<file path="src/rtl/trena_rx_medida.sv">
`default_nettype none
// ============================================================================
// Module   : trena_rx_medida
// Purpose  : Receives a distance measurement from a UART byte stream. A frame
//            is three ASCII digits (hundreds, tens, units) followed by '#'.
//            Each byte is validated. The value is published as BCD and as
//            binary. A completed frame pulses medida_valida, and a rejected
//            frame pulses erro.
// Ports    : clock, reset (async, active-high), habilita (frame enable),
//            dado_rx[7:0] / pronto_rx (byte + strobe from UART receiver),
//            medida_centena/dezena/unidade[3:0] (BCD of last good frame),
//            medida_bin[9:0] (binary of last good frame),
//            medida_valida / erro (one-cycle status pulses),
//            db_estado[3:0] (debug state code).
// Options  : RX_TIMEOUT_EN - when defined, the design includes an inter-byte
//            timeout of TIMEOUT_CICLOS clock cycles.
// Revision : 1.0 - initial release
// ============================================================================
module trena_rx_medida #(
  parameter int TIMEOUT_CICLOS = 5000000
) (
  input  logic       clock,
  input  logic       reset,
  input  logic       habilita,
  input  logic [7:0] dado_rx,
  input  logic       pronto_rx,
  output logic [3:0] medida_centena,
  output logic [3:0] medida_dezena,
  output logic [3:0] medida_unidade,
  output logic [9:0] medida_bin,
  output logic       medida_valida,
  output logic       erro,
  output logic [3:0] db_estado
);

  // State codes double as the debug codes shown on db_estado.
  localparam logic [3:0] S_INICIAL  = 4'h0;
  localparam logic [3:0] S_ESP_CEN  = 4'h1;
  localparam logic [3:0] S_ESP_DEZ  = 4'h2;
  localparam logic [3:0] S_ESP_UNI  = 4'h3;
  localparam logic [3:0] S_ESP_HASH = 4'h4;
  localparam logic [3:0] S_FINAL    = 4'hF;
  localparam logic [3:0] S_ERRO     = 4'hE;
  localparam logic [3:0] C_DB_INVAL = 4'hD;
  localparam logic [7:0] C_HASH     = 8'h23;

  logic [3:0] r_estado;
  logic [3:0] w_prox;
  logic [3:0] r_cen;
  logic [3:0] r_dez;
  logic [3:0] r_uni;
  logic       w_digito;
  logic       w_espera_byte;
  logic       w_expira;
  logic [9:0] w_bin;

  assign w_digito = (dado_rx >= 8'h30) && (dado_rx <= 8'h39);

  // These states count toward the inter-byte timeout. espera_centena is excluded.
  assign w_espera_byte = (r_estado == S_ESP_DEZ) || (r_estado == S_ESP_UNI) ||
                         (r_estado == S_ESP_HASH);

`ifdef RX_TIMEOUT_EN
  localparam int CW = (TIMEOUT_CICLOS > 1) ? $clog2(TIMEOUT_CICLOS) : 1;
  localparam logic [CW-1:0] C_TMO_MAX = CW'(TIMEOUT_CICLOS - 1);

  logic [CW-1:0] r_tmo;
  logic          w_conta;

  // The counter runs only while a frame is waiting for its next byte. Any
  // byte, leaving the waiting states, or dropping habilita brings it back
  // to zero.
  assign w_conta  = w_espera_byte && habilita && !pronto_rx;
  assign w_expira = w_espera_byte && (r_tmo == C_TMO_MAX);

  always_ff @(posedge clock or posedge reset) begin
    if (reset) begin
      r_tmo <= '0;
    end else if (w_conta) begin
      r_tmo <= r_tmo + 1'b1;
    end else begin
      r_tmo <= '0;
    end
  end
`else
  // No timeout is built. The parameter is folded into a constant-zero term
  // so it still counts as referenced.
  assign w_expira = 1'b0 & (TIMEOUT_CICLOS > 0);
`endif

  // Next-state logic. habilita=0 takes priority over a byte, and a byte
  // takes priority over timeout expiry.
  always_comb begin
    w_prox = r_estado;
    case (r_estado)
      S_INICIAL: begin
        if (habilita) w_prox = S_ESP_CEN;
      end
      S_ESP_CEN: begin
        if (!habilita)      w_prox = S_INICIAL;
        else if (pronto_rx) w_prox = w_digito ? S_ESP_DEZ : S_ERRO;
      end
      S_ESP_DEZ: begin
        if (!habilita)      w_prox = S_INICIAL;
        else if (pronto_rx) w_prox = w_digito ? S_ESP_UNI : S_ERRO;
        else if (w_expira)  w_prox = S_ERRO;
      end
      S_ESP_UNI: begin
        if (!habilita)      w_prox = S_INICIAL;
        else if (pronto_rx) w_prox = w_digito ? S_ESP_HASH : S_ERRO;
        else if (w_expira)  w_prox = S_ERRO;
      end
      S_ESP_HASH: begin
        if (!habilita)      w_prox = S_INICIAL;
        else if (pronto_rx) w_prox = (dado_rx == C_HASH) ? S_FINAL : S_ERRO;
        else if (w_expira)  w_prox = S_ERRO;
      end
      S_FINAL:  w_prox = S_INICIAL;
      S_ERRO:   w_prox = S_INICIAL;
      default:  w_prox = S_INICIAL;
    endcase
  end

  always_ff @(posedge clock or posedge reset) begin
    if (reset) r_estado <= S_INICIAL;
    else       r_estado <= w_prox;
  end

  // Temporary digit registers hold the frame that is being received.
  always_ff @(posedge clock or posedge reset) begin
    if (reset) begin
      r_cen <= 4'd0;
      r_dez <= 4'd0;
      r_uni <= 4'd0;
    end else if (r_estado == S_ERRO) begin
      r_cen <= 4'd0;
      r_dez <= 4'd0;
      r_uni <= 4'd0;
    end else if (habilita && pronto_rx && w_digito) begin
      if (r_estado == S_ESP_CEN) r_cen <= dado_rx[3:0];
      if (r_estado == S_ESP_DEZ) r_dez <= dado_rx[3:0];
      if (r_estado == S_ESP_UNI) r_uni <= dado_rx[3:0];
    end
  end

  // c*100 = c*64 + c*32 + c*4 and d*10 = d*8 + d*2. For digits up to 9 the
  // result is at most 999, so it fits in 10 bits.
  assign w_bin = ({6'd0, r_cen} << 6) + ({6'd0, r_cen} << 5) + ({6'd0, r_cen} << 2) +
                 ({6'd0, r_dez} << 3) + ({6'd0, r_dez} << 1) + {6'd0, r_uni};

  // The published measurement updates only on the edge that leaves final.
  always_ff @(posedge clock or posedge reset) begin
    if (reset) begin
      medida_centena <= 4'd0;
      medida_dezena  <= 4'd0;
      medida_unidade <= 4'd0;
      medida_bin     <= 10'd0;
    end else if (r_estado == S_FINAL) begin
      medida_centena <= r_cen;
      medida_dezena  <= r_dez;
      medida_unidade <= r_uni;
      medida_bin     <= w_bin;
    end
  end

  assign medida_valida = (r_estado == S_FINAL);
  assign erro          = (r_estado == S_ERRO);

  always_comb begin
    db_estado = C_DB_INVAL;
    case (r_estado)
      S_INICIAL, S_ESP_CEN, S_ESP_DEZ, S_ESP_UNI,
      S_ESP_HASH, S_FINAL, S_ERRO: db_estado = r_estado;
      default:                     db_estado = C_DB_INVAL;
    endcase
  end

endmodule
`default_nettype wire

</file>
<file path="config.mk">
export PLATFORM = sky130hd
export DESIGN_NAME = trena_rx_medida
export DESIGN_NICKNAME = d
export VERILOG_FILES = /design/src/rtl/trena_rx_medida.sv
export SDC_FILE = /design/constraint.sdc
export NUM_CORES = 1
export LEC_CHECK = 0
export CORE_MARGIN = 2
export CORE_UTILIZATION = 57
export CTS_CLUSTER_SIZE = 10
export DETAILED_ROUTE_END_ITERATION = 16
export PLACE_DENSITY_LB_ADDON = 0.3
export SYNTH_ARGS = -nofsm -noshare
export SYNTH_HDL_FRONTEND = slang
export SYNTH_SLANG_ARGS = --single-unit
</file>
<file path="constraint.sdc">
create_clock -name clock -period 5.2 [get_ports clock]
set_input_delay 1.04 -clock clock [delete_from_list [all_inputs] [get_ports clock]]
set_output_delay 1.04 -clock clock [all_outputs]
set_load 0.05 [all_outputs]
</file>
# After elaboration in Yosys (flattened, before gate mapping)
# Index checks and enable logic that the tools add are counted.
word_totals:
  reg_bits: 38
  inputBits: 12
  out_inout_bits: 28
op_classes:
  addsub: 5
  order_cmp: 2
  eq_ne: 12
  mux: 24
  reduce_logical: 13
op_table:
  columns: ["cell", "n"]
  rows:
  - ["2-to-1 mux 4 bit", 22]
  - ["one-hot mux 4 bit (5 select lines)", 1]
  - ["!= test 3 bit (second input constant)", 4]
  - ["adder 10 x 4 -> 10 bit", 1]
  - ["adder 10 x 5 -> 10 bit", 1]
  - ["adder 10 x 6 -> 10 bit", 1]
  - ["adder 10 x 7 -> 10 bit", 1]
  - ["adder 10 x 9 -> 10 bit", 1]
  - ["equality test 4 x 2 -> 1 bit (second input constant)", 2]
  - ["equality test 4 bit (second input constant)", 2]
  - ["equality test 8 x 6 -> 1 bit (second input constant)", 1]
  - [">= comparator 8 x 6 -> 1 bit (second input constant)", 1]
  - ["less-or-equal comparator 8 x 6 -> 1 bit (second input constant)", 1]
  - ["nonzero test 2 bit", 4]
  - ["OR reduction 7 bit", 1]
  - ["AND reduction 2 bit", 3]
  - ["AND reduction 5 bit", 1]
  - ["equality test 4 x 1 -> 1 bit (second input constant)", 1]
  - ["equality test 4 x 3 -> 1 bit (second input constant)", 1]
  - ["zero test 4 bit", 1]
  - ["logical AND 1 bit", 3]
  - ["!= test 2 bit (second input constant)", 1]
  - ["2-to-1 mux 1 bit", 1]

# Logic depth before layout (Yosys ltp)
depth:
  depth_word: 6
  mapped_depth: 10
  depth_no_buf: 10

# Least setup slack after synthesis
# OpenSTA, ideal clock, no wires.
synth_timing:
  kind: "reg-to-output"
  from: "register r_estado[3]"
  to: "output port db_estado[1]"
  t_arrival_ns: 2.004
  slack_ns: 2.156
  path_stages_with_launch: 5
  path_buffers: 2
  cell_sequence: "dfrtp_1 > buf_6 > or2_1 > buf_6 > a21boi_0"
synth_via:
  elab_chain_cells: 3
  word_cells_on_any_way: 9
  classes_between: "eq/ne (6); mux (1); reduce/logical (2)"
synth_rtl:
  columns: ["item", "line_no", "source"]
  rows:
  - ["start, declared", "47", "logic [3:0] r_estado;"]
  - ["start signal, assigned", "126", "else r_estado <= w_prox;"]
  - ["equality test 4 bit, or another cell as far along", "171", "case (r_estado)"]
  - ["OR reduction 7 bit (*)", "171", null]
  - ["2-to-1 mux 4 bit (*)", "171", null]
  - ["end, declared", "33", "output logic [3:0] db_estado"]
# Every way passes the cells marked *; elsewhere a longest branch is shown, timed or not.

# Worst setup path in the final report
layout_timing:
  from: "register r_estado[2]"
  to: "output port erro"
layout_via:
  elab_chain_cells: 1
layout_rtl:
  columns: ["item", "line_no", "source"]
  rows:
  - ["equality test 4 bit", "167", "assign erro = (r_estado == S_ERRO);"]
  - ["end, declared", "32", "output logic erro,"]
# No other way between the ends.

==> results.cfg <==
[worst_setup_path]
r2r.worst_path.cells = 10
path_class = flop to output pin
required_ps = 4160
r2r-start = r_cen[1]
r2r_slack_ps = 2030
cp-start-kind = flop
cp.arrival_ps = 2320
cp-end-kind = output pin
worstReg2RegEnd = medida_bin[9]
crit_fanout = 17

[grt]
antenna_found_initial = 0
grt-busiest-layer = met2
grt_use_met2_pct = 38.0
grt_first_pass_wirelength_mm = 7.79
grtUsageMet1_pct = 29.8
grt.total_usage_pct = 23.4
first_global_vias = 1725
use_met3_pct = 5.24
grt_start_max_net_pins = 38
grt_overflow = 0

[clock_network]
hold_buffers = 0
cts_root_buffer = clkbuf_8
cts_resized = 0
clock_path_buffers = 2
cts_buffers = 5
clkTransAtPathRegs_ps = 80
clk_latency_ps = 300
cts-htree-levels = 2
tritoncts = yes
post-cts-setup-buffers = 0
cts.sinks = 37

[floorplanning]
placement_rows = 22
ioPinCount = 40
dieWidth_um = 67.0
dieHeight_um = 67.0
coreArea_um2 = 3740
die-area_um2 = 4480
start_util_pct = 60.4

[yosys]
synth.area.top_cells = dfrtp_1 (41%), nand2_1 (10%), ha_1 (8.3%)
synth.cell_area_um2 = 2260
async_reset_ff_share_pct = 100
synth_edf_count = 0
ys_seq_elements = 37
yosys.area.top_type = dfrtp_1
syn_inst = 234
seq_area_frac_synth_pct = 41.0
syn-num-nets = 268
yosys-top-cells-count = nand2_1 (60), dfrtp_1 (37), inv_1 (16)
yosysWarnings = 0
yosysMostFrequentCell = nand2_1
ys.flop_type = dfrtp_1
synth_top_cell_area_share_pct = 41.0
syn_avg_cell_area_um2 = 9.66
ys_types = 46

[placement]
numPortBuffers = 39
pre_cts_ws_ps = 2090
gp_congestion = 0.895
hpwl_mm = 3.29

[pwr]
power.leakage_uw = 0.00141
powerDensity_nw_per_um2 = 761
ir_drop_v = 0.000380

[layout]
nets = 305
drive_gt1_share_pct = 6.62
multi_input_area_um2 = 1200
n_fill_cell = 283
syn2layout_area_growth_pct = 23.6
antenna_cells = 0
seqCellArea_um2 = 926

[min_path]
min_to = medida_bin[4]
hp-class = flop to flop
min_from = medida_bin[4]
hold_depth = 2

[timing]
finalCriticalPeriod_ps = 3360
fmax_mhz = 298
setup_viol = 0
tightest_slew_ps = 506
finalWorstSetupSlack_ps = 1840
fin_crit_sh_pct = 64.5
setup_tns_ps = 0
slew_headroom_pct = 66.2
finalClockSkew_ps = 7.07
hold_viol = 0
rsz0062_at_grt = no
slew_viol_final = 0

[route]
drc = 0
dr.pass1.iters = 4
vias_per_cell = 5.50
ant_nets = 0
initialDrtViolationCount = 139
via_count = 1761
routed_wl_mm = 4.60
wl_per_cell_um = 14.4

[flow_run]
maxCapViolCount = 0

[status]
status = finished, final reports clean
-- flip-flops by register name (all words and copies together), names as in the netlist --
signal	flops
medida_centena	4
medida_dezena	4
r_dez	4
medida_unidade	4
r_uni	4
r_cen	4
r_estado	4
medida_bin	9
-- routing by layer --
metal / wire [um] / vias to the layer above / share of wire, %
met3: 241 / 10 / 5.2
met4: 112 / 0 / 2.4
met5: 0 / - / 0
met1: 2000 / 833 / 43
li1: - / 862 / -
met2: 2250 / 56 / 49
-- report_power, final --
group          internal, uW  switching, uW  total, uW
clock network           191            106        297
logic                   596            794       1390
registers               354           84.4        438
-- through the flow --
stage                     instance area, um2  instances  hold slack, ps  power (uW)  util (%)
after floorplan                         2260        234             439        1480         -
after global placement                  2660        312             460        1740      71.1
after detailed placement                2660        312             462        1760      71.1
after CTS                               2790        320             480        2110      74.6
after global routing                    2790        320             506        2300      74.6
final                                   2790        320             476        2120      74.6
-- worst max path at each step --
stage                      startpoint  cells past startpoint             to
after floorplan           r_estado[3]                      4   db_estado[1]
after global placement       r_cen[1]                     10  medida_bin[9]
after detailed placement     r_cen[1]                     10  medida_bin[9]
after CTS                 r_estado[2]                      4           erro
after global routing      r_estado[2]                      4           erro
final                     r_estado[2]                      4           erro
-- critical path, cell delays in order (launching register included) --
cell and delay (ps):
dfrtp_1 560, nand3_1 140, or2_2 430, inv_1 90, clkdlybuf4s50_1 790
-- kinds of logic (layout without fill, tap and decap cells) --
family	count (synthesis)	count (layout)	share of synthesized area (%)
buffers and inverters	28	66	5.70
muxes	12	12	5.32
DFF	37	37	41.0
AOI/OAI and AO/OA	34	34	10.4
xor gates and xnor gates	4	4	1.55
and+or+nand+nor	97	97	21.5
adders and majority gates	22	22	14.5
-- final cells by class --
type / count / share of cell area (%)
Timing Repair Buffer: 41 / 14.5
Clock buffer: 5 / 2.46
Sequential cell: 37 / 33.1
Multi-Input combinational cell: 169 / 43.1
Tap cell: 48 / 2.15
Inverter: 17 / 2.28
Clock inverter: 3 / 2.33
-- layout by cell type, fill, tap and decap left out, types with 3 or more instances in the layout --
cell type	instances
clkdlybuf4s50_1	39
inv_1	16
a21o_1	5
a211oi_1	3
nor2_1	3
dfrtp_1	37
mux2i_1	12
o21ai_0	15
nand2_1	60
a21oi_1	3
nor3b_1	3
ha_1	15
fa_1	7
nand3_1	4
clkbuf_8	5
nor2b_1	3
xnor2_1	3
Note: power is estimated with default switching activity, not from simulation.
